[config.mk]
export PLATFORM = sky130hd
export DESIGN_NAME = calc_ctrl
export DESIGN_NICKNAME = d
export VERILOG_FILES = /design/src/rtl/calc_pkg.sv /design/src/rtl/calc_keymap.sv /design/src/rtl/calc_ctrl.sv
export SDC_FILE = /design/constraint.sdc
export NUM_CORES = 2
export LEC_CHECK = 0
export ABC_CLOCK_PERIOD_IN_PS = 6900
export CAP_MARGIN = 0
export CORE_MARGIN = 3
export CORE_UTILIZATION = 45
export CTS_CLUSTER_SIZE = 20
export DETAILED_ROUTE_END_ITERATION = 10
export GPL_ROUTABILITY_DRIVEN = 1
export PLACE_DENSITY = 0.78
export SLEW_MARGIN = 10
export SYNTH_ARGS = -nofsm -noshare
export SYNTH_HDL_FRONTEND = slang
export SYNTH_HIERARCHICAL = 1
export SYNTH_SLANG_ARGS = --single-unit
export TNS_END_PERCENT = 100
[constraint.sdc]
create_clock -name clk_in -period 6.9 [get_ports clk_in]
set_input_delay 1.38 -clock clk_in [delete_from_list [all_inputs] [get_ports clk_in]]
set_output_delay 1.38 -clock clk_in [all_outputs]
set_load 0.01 [all_outputs]
[src/rtl/calc_pkg.sv]
// Shared constants, FSM state type and arithmetic helpers for the keypad calculator.
package calc_pkg;

    localparam int BUF_LEN_DEF = 32;

    // ASCII codes used by the keypad and the entry buffer
    localparam logic [7:0] CH_SPACE = 8'h20;
    localparam logic [7:0] CH_0     = 8'h30;
    localparam logic [7:0] CH_9     = 8'h39;
    localparam logic [7:0] CH_PLUS  = 8'h2B;
    localparam logic [7:0] CH_MINUS = 8'h2D;
    localparam logic [7:0] CH_MUL   = 8'h2A;
    localparam logic [7:0] CH_CLR   = 8'h43;
    localparam logic [7:0] CH_EQ    = 8'h3D;
    localparam logic [7:0] CH_BS    = 8'h42;

    typedef enum logic [1:0] {
        ST_IDLE  = 2'd0,
        ST_EVAL  = 2'd1,
        ST_FINAL = 2'd2
    } state_t;

    function automatic logic is_digit(input logic [7:0] c);
        return (c >= CH_0) && (c <= CH_9);
    endfunction

    function automatic logic is_op(input logic [7:0] c);
        return (c == CH_PLUS) || (c == CH_MINUS) || (c == CH_MUL);
    endfunction

    // Unsigned modulo-2^32 arithmetic; the product keeps only its low word.
    function automatic logic [31:0] apply_op(input logic [31:0] a,
                                             input logic [7:0]  op,
                                             input logic [31:0] b);
        case (op)
            CH_PLUS:  return a + b;
            CH_MINUS: return a - b;
            CH_MUL:   return a * b;
            default:  return a;
        endcase
    endfunction

endpackage

[src/rtl/calc_keymap.sv]
// Combinational cursor-position to key-character lookup for the 4x4 keypad.
module calc_keymap
    import calc_pkg::*;
(
    input  logic [1:0] i_x,
    input  logic [1:0] i_y,
    output logic [7:0] o_char
);

    // Row-major table: row 0 "123+", row 1 "456-", row 2 "789*", row 3 "C0=B"
    always_comb begin
        o_char = CH_SPACE;
        case ({i_y, i_x})
            4'd0:    o_char = "1";
            4'd1:    o_char = "2";
            4'd2:    o_char = "3";
            4'd3:    o_char = CH_PLUS;
            4'd4:    o_char = "4";
            4'd5:    o_char = "5";
            4'd6:    o_char = "6";
            4'd7:    o_char = CH_MINUS;
            4'd8:    o_char = "7";
            4'd9:    o_char = "8";
            4'd10:   o_char = "9";
            4'd11:   o_char = CH_MUL;
            4'd12:   o_char = CH_CLR;
            4'd13:   o_char = CH_0;
            4'd14:   o_char = CH_EQ;
            4'd15:   o_char = CH_BS;
            default: o_char = CH_SPACE;
        endcase
    end

endmodule

[src/rtl/calc_ctrl.sv]
// Keypad calculator controller: cursor navigation, entry buffer editing and a
// one-character-per-cycle left-to-right evaluator.
module calc_ctrl
    import calc_pkg::*;
#(
    parameter int BUF_LEN = BUF_LEN_DEF
)(
    input  logic                 clk_in,
    input  logic                 sys_rst_n,
    input  logic                 btn_up,
    input  logic                 btn_down,
    input  logic                 btn_left,
    input  logic                 btn_right,
    input  logic                 btn_sel,
    output logic [3:0]           cursor_x,
    output logic [3:0]           cursor_y,
    output logic [8*BUF_LEN-1:0] disp_str_flat,
    output logic [31:0]          result,
    output logic                 calc_done,
    output logic                 busy
);

    // len needs to reach BUF_LEN itself; buffer indices only reach BUF_LEN-1
    localparam int LW = $clog2(BUF_LEN + 1);
    localparam int IW = (BUF_LEN > 1) ? $clog2(BUF_LEN) : 1;
    localparam logic [LW-1:0] LEN_MAX = LW'(BUF_LEN);
    localparam logic [LW-1:0] LEN_ONE = LW'(1);
    localparam logic [LW-1:0] LEN_ZERO = '0;
    localparam logic [IW-1:0] IDX_ONE = IW'(1);

    logic [1:0]    r_cx;
    logic [1:0]    r_cy;
    logic [7:0]    r_buf [BUF_LEN];
    logic [LW-1:0] r_len;
    logic [31:0]   r_result;
    logic          r_done;
    logic          r_busy;
    state_t        r_state;
    logic [31:0]   r_acc;
    logic [31:0]   r_operand;
    logic [7:0]    r_pend;
    logic [IW-1:0] r_idx;

    logic [7:0]    w_key;
    logic [7:0]    w_eval_ch;
    logic [IW-1:0] w_wr_idx;
    logic [IW-1:0] w_bs_idx;
    logic [IW-1:0] w_last_idx;

    calc_keymap u_keymap (
        .i_x    (r_cx),
        .i_y    (r_cy),
        .o_char (w_key)
    );

    assign w_wr_idx   = r_len[IW-1:0];
    assign w_bs_idx   = IW'(r_len - LEN_ONE);
    assign w_last_idx = IW'(r_len - LEN_ONE);
    assign w_eval_ch  = r_buf[r_idx];

    assign cursor_x  = {2'b00, r_cx};
    assign cursor_y  = {2'b00, r_cy};
    assign result    = r_result;
    assign calc_done = r_done;
    assign busy      = r_busy;

    generate
        for (genvar gi = 0; gi < BUF_LEN; gi++) begin : g_flat
            assign disp_str_flat[8*gi +: 8] = r_buf[gi];
        end
    endgenerate

    // Cursor movement; a select in the same cycle wins and the move is dropped
    always_ff @(posedge clk_in) begin
        if (!sys_rst_n) begin
            r_cx <= 2'd0;
            r_cy <= 2'd0;
        end else if (btn_sel) begin
            r_cx <= r_cx;
        end else if (btn_up) begin
            r_cy <= r_cy - 2'd1;
        end else if (btn_down) begin
            r_cy <= r_cy + 2'd1;
        end else if (btn_left) begin
            r_cx <= r_cx - 2'd1;
        end else if (btn_right) begin
            r_cx <= r_cx + 2'd1;
        end
    end

    // Key handling in IDLE plus the evaluation FSM; selects are ignored while busy
    always_ff @(posedge clk_in) begin
        if (!sys_rst_n) begin
            for (int k = 0; k < BUF_LEN; k++) r_buf[k] <= CH_SPACE;
            r_len     <= LEN_ZERO;
            r_result  <= 32'd0;
            r_done    <= 1'b0;
            r_busy    <= 1'b0;
            r_state   <= ST_IDLE;
            r_acc     <= 32'd0;
            r_operand <= 32'd0;
            r_pend    <= CH_PLUS;
            r_idx     <= '0;
        end else begin
            case (r_state)
                ST_IDLE: begin
                    if (btn_sel) begin
                        if (is_digit(w_key) || is_op(w_key)) begin
                            if (r_done) begin
                                // A new entry after a result starts a fresh buffer
                                for (int k = 0; k < BUF_LEN; k++) r_buf[k] <= CH_SPACE;
                                r_buf[0] <= w_key;
                                r_len    <= LEN_ONE;
                                r_done   <= 1'b0;
                            end else if (r_len != LEN_MAX) begin
                                r_buf[w_wr_idx] <= w_key;
                                r_len           <= r_len + LEN_ONE;
                            end
                        end else if (w_key == CH_BS) begin
                            r_done <= 1'b0;
                            if (r_len != LEN_ZERO) begin
                                r_buf[w_bs_idx] <= CH_SPACE;
                                r_len           <= r_len - LEN_ONE;
                            end
                        end else if (w_key == CH_CLR) begin
                            for (int k = 0; k < BUF_LEN; k++) r_buf[k] <= CH_SPACE;
                            r_len    <= LEN_ZERO;
                            r_result <= 32'd0;
                            r_done   <= 1'b0;
                        end else if ((w_key == CH_EQ) && (r_len != LEN_ZERO)) begin
                            r_state   <= ST_EVAL;
                            r_busy    <= 1'b1;
                            r_acc     <= 32'd0;
                            r_operand <= 32'd0;
                            r_pend    <= CH_PLUS;
                            r_idx     <= '0;
                        end
                    end
                end
                ST_EVAL: begin
                    if (is_digit(w_eval_ch)) begin
                        r_operand <= r_operand * 32'd10 + {24'd0, w_eval_ch - CH_0};
                    end else if (is_op(w_eval_ch)) begin
                        r_acc     <= apply_op(r_acc, r_pend, r_operand);
                        r_pend    <= w_eval_ch;
                        r_operand <= 32'd0;
                    end
                    if (r_idx == w_last_idx) begin
                        r_state <= ST_FINAL;
                    end else begin
                        r_idx <= r_idx + IDX_ONE;
                    end
                end
                ST_FINAL: begin
                    // Fold in the trailing operand with the last pending operator
                    r_result <= apply_op(r_acc, r_pend, r_operand);
                    r_done   <= 1'b1;
                    r_busy   <= 1'b0;
                    r_state  <= ST_IDLE;
                end
                default: begin
                    r_state <= ST_IDLE;
                    r_busy  <= 1'b0;
                end
            endcase
        end
    end

endmodule
==> summary.md <==
| Metric | Value |
|---|---|
| Most used cell, CP | `fa_1` |
| CP max-delay cell | `fa_1` |
| Fin cells | `5397` |
| Fin Hold WS | `approximately 0.45 ns` |
| Slew margin rel. | `between 10% and 20%` |
| Root Buffer | `clkbuf_16` |
| Share of cells above drive strength 1 | `15.02%` |
| Reg2reg start | `r_operand[5]` |
| Crit. End Element | `flip-flop` |
| Final Hold Vio Count | `0` |
| Origin of the worst min-delay path | `r_pend[3]` |
| Max_cap viols | `0` |
| Post-synth EDFFs | `256` |
| Clk_lat worst skew | `0.63 ns` |
| Die area | `87530 um2` |
| Status | `finished with violations` |
| Post-synthesis sequential area ratio | `27.11%` |
| # clock sinks | `384` |
| Minimum clock period after layout | `7.142 ns` |
| Die height | `295.9 um` |
| PwrDens | `about 120 nW/um2` |
| FF+latch count, synth | `384` |
| Htree depth | `2` |
| Reg power frac | `47.0%` |
| Hpwl dp | `a little under 100 mm` |
| Cell Int Power | `4.089 mW` |
| CTS buffer count | `43` |
| Die X | `295.9 um` |
| Switch share | `26.15%` |
| Initial DRC Count | `2789` |
| Worst Tran Pin Value | `1.261 ns` |
| Placed Instances | `5286` |
| Fin area | `~46000 um2` |
| Buf+Inv Stages, Crit Path | `5` |
| Post-synth top area cell | `fa_1` |
| Slew Limit Fails | `0` |
| Worst Skew | `0.05992 ns` |
| Reg2Reg Setup Slack | `-0.24 ns` |
| Syn Area/Cell | `9.968 um2` |
| Clock Power Share | `between 40% and 50%` |
| Final Setup Violations | `21` |
| Drt pass-1 iters | `6` |
| Cell variety after synth | `93` |
| Rows | `105` |
| Hold/Removal Path Class | `reg -> reg` |
| Longest Clk Path Bufs | `3` |
| Critical path's top delay family | `adder cells` |
| Startpoint type of the worst setup path | `flip-flop` |
| Initial antenna violation count | `9` |
| Async SR Flop Fraction | `0%` |
| Yosys warns | `6` |
| # DRC | `0` |
| Crit Path Category | `reg -> reg` |
| Gpl congestion | `0.9607` |
| Worst-path fanout max | `7` |
| Pre-CTS WS | `-0.6987 ns` |
| NetSw | `1.448 mW` |
| P_leak | `20.45 nW` |
| RSZ-0062 raised after global routing | `yes` |
| Critical Path AT | `about 7.6 ns` |
| Fill count | `just under 7000` |
| Routed length per instance | `23.56 um` |
| CTS clock-pin slew for the worst setup and hold paths | `0.07 ns` |
| Vias in the first global route | `31850` |
| # hold bufs at CTS | `0` |
| Port buffer count | `300` |
| Area post-placement | `43830 um2` |
| Netlist area before placement | `37810 um2` |
| Synth area leaders | `fa_1 22%, edfxtp_1 20%, ha_1 7.6%` |
| Failing checks | `setup timing` |
| CP required | `7.38 ns` |
| Final period utilization | `103.5%` |
| Hold Path Depth | `1` |
| Total GRT Usage | `28.85%` |
| Via count | `31210` |
| Area Growth Syn to Fin | `22.77%` |
| Vias per cell | `around 5.8` |
| Total Routed Length | `127.1 mm` |
| Io pins | `305` |
| Maximum clock rate | `140.0 MHz` |
| Synth top area share | `between 20% and 30%` |
| VDD IR max | `0.2517 mV` |
| Fin nets | `4939` |
| PnR worst setup slack | `-0.2424 ns` |
| GR Overflow Total | `0` |
| Comb pwr share | `9.5%` |
| # diodes | `0` |
| Slowest stage delay, CP | `roughly 0.57 ns` |
| Post-synth top flop | `edfxtp_1` |
| Utilization after layout | `56.17%` |
| R2R depth | `25` |
| Largest net degree at the start of global routing | `78` |
| R2r endpoint | `result[31]` |
| CTS tree | `yes` |
| Syn Inst Count | `3793` |
| Post-route ant nets | `0` |
| Hold EP | `r_pend[3]` |
| Initial Util | `45.75%` |
| Core area | `82640 um2` |
| Global-route wire length before repair | `192.4 mm` |
worst max path at each step:
stage,start,endpoint,slack [ns],cells after the start
floorplan,r_operand[2],result[31],0.007,26
global placement,r_operand[2],r_acc[25],-0.65,24
detailed placement,r_operand[2],r_acc[25],-0.70,24
CTS,r_operand[2],r_acc[27],-0.20,24
global route,r_operand[6],result[31],-0.51,23
finish,r_operand[5],result[31],-0.24,25
sequential cells by signal (all words and copies together), names as in the netlist, named ones only:
name       flops
result        32
r_buf        256
r_acc         32
r_len          6
r_cx           2
r_cy           2
r_state        2
r_operand     32
r_idx          5
busy           1
r_pend         8
calc_done      1
synth_stat cells, drive strengths merged, types with 7 or more instances:
library cell / instances
a211oi: 18
a21o: 33
a21oi: 103
a221oi: 11
a22oi: 36
a2bb2oi: 9
a31oi: 20
and2: 339
and3: 147
buf: 32
clkbuf: 220
dfxtp: 128
edfxtp: 256
fa: 411
ha: 229
inv: 414
mux2i: 13
mux4: 80
nand2: 364
nand2b: 29
nand3: 55
nand4: 19
nor2: 193
nor2b: 29
nor3: 52
nor4: 11
o211ai: 9
o21a: 33
o21ai: 104
o21bai: 8
o22a: 7
o31ai: 13
or2: 14
or3: 22
or4: 9
xnor2: 118
xor2: 79
cell usage in the layout, fill, tap and decap left out, drive strengths merged, types with 101 or more instances in the layout:
cell	synthesis	routed
clkdlybuf4s50	0	300
nor2	193	193
fa	411	411
a21oi	103	103
and3	147	147
ha	229	229
dfxtp	128	128
o21ai	104	104
buf	32	307
inv	414	420
and2	339	339
xnor2	118	118
edfxtp	256	256
conb	3	101
nand2	364	364
timing repair:
item                                   in CTS  in global routing
endpoints found under the hold margin       0                  0
setup endpoints to repair                  32                 35
pin swaps                                  46                 68
cloned                                      0                  1
gates resized for setup                   105                130
buffers inserted                           12                 20
power by group through the flow:
| stage | logic [mW] | clock network [mW] | registers, mW |
|---|---|---|---|
| 4_1_cts | 0.512 | 2.42 | 2.60 |
| 6_report | 0.525 | 2.41 | 2.60 |
| 2_1_floorplan | 0.197 | 0 | 2.67 |
| 5_1_grt | 0.547 | 2.52 | 2.61 |
| 3_3_place_gp | 0.502 | 0 | 2.65 |
| 3_5_place_dp | 0.506 | 0 | 2.65 |
metrics by stage:
| step | TNS, ns | total power, mW |
|---|---|---|
| CTS | -1.691 | 5.539 |
| finish | -2.316 | 5.537 |
| global route | -7.180 | 5.676 |
| global placement | -7.323 | 3.149 |
| detailed placement | -8.618 | 3.157 |
| floorplan | 0 | 2.862 |
worst register-to-register path, cell delays in order (launching register included):
cell      delay (ns)
dfxtp_4         0.37
and2_4          0.16
fa_1            0.57
fa_1            0.46
fa_1            0.52
inv_1           0.05
fa_1            0.47
inv_1           0.05
fa_1            0.49
inv_1           0.05
fa_1            0.53
inv_1           0.05
fa_2            0.53
fa_1            0.45
ha_4            0.30
buf_4           0.15
nand3_1         0.12
nor2_1          0.16
o22a_1          0.21
a21oi_2         0.09
a211oi_2        0.31
nor3_2          0.11
o31ai_2         0.30
xnor2_1         0.18
a21oi_2         0.09
a32o_1          0.27
routing by layer:
layer | vias up | wire length (um) | GRT usage (%)
met5 | - | 37 | 0
met4 | 6 | 6401 | 12.24
met3 | 357 | 14270 | 7.684
met2 | 1747 | 58770 | 46.69
met1 | 15460 | 47660 | 36.70
li1 | 13650 | - | -
logic make-up after synthesis:
| family | count (synthesis) | synth area share (%) |
|---|---|---|
| and+or+nand+nor | 1309 | 17.89 |
| adders and majority gates | 640 | 29.34 |
| DFF | 384 | 27.11 |
| other | 3 | 0.02978 |
| xor gates and xnor gates | 197 | 4.563 |
| AOI/OAI and AO/OA | 496 | 8.869 |
| muxes | 98 | 5.258 |
| buffers and inverters | 666 | 6.940 |
layout make-up:
type	count	area, um2	share of cell area (%)
clock inverters	27	311.5	0.6712
multi-input cells	2841	26030	56.08
well taps	1070	1339	2.884
inverters	414	1554	3.348
clock buffers	53	1124	2.420
flip-flops and latches	384	10300	22.20
repair buffers	608	5757	12.40
Power figures use the tool's default switching activity.
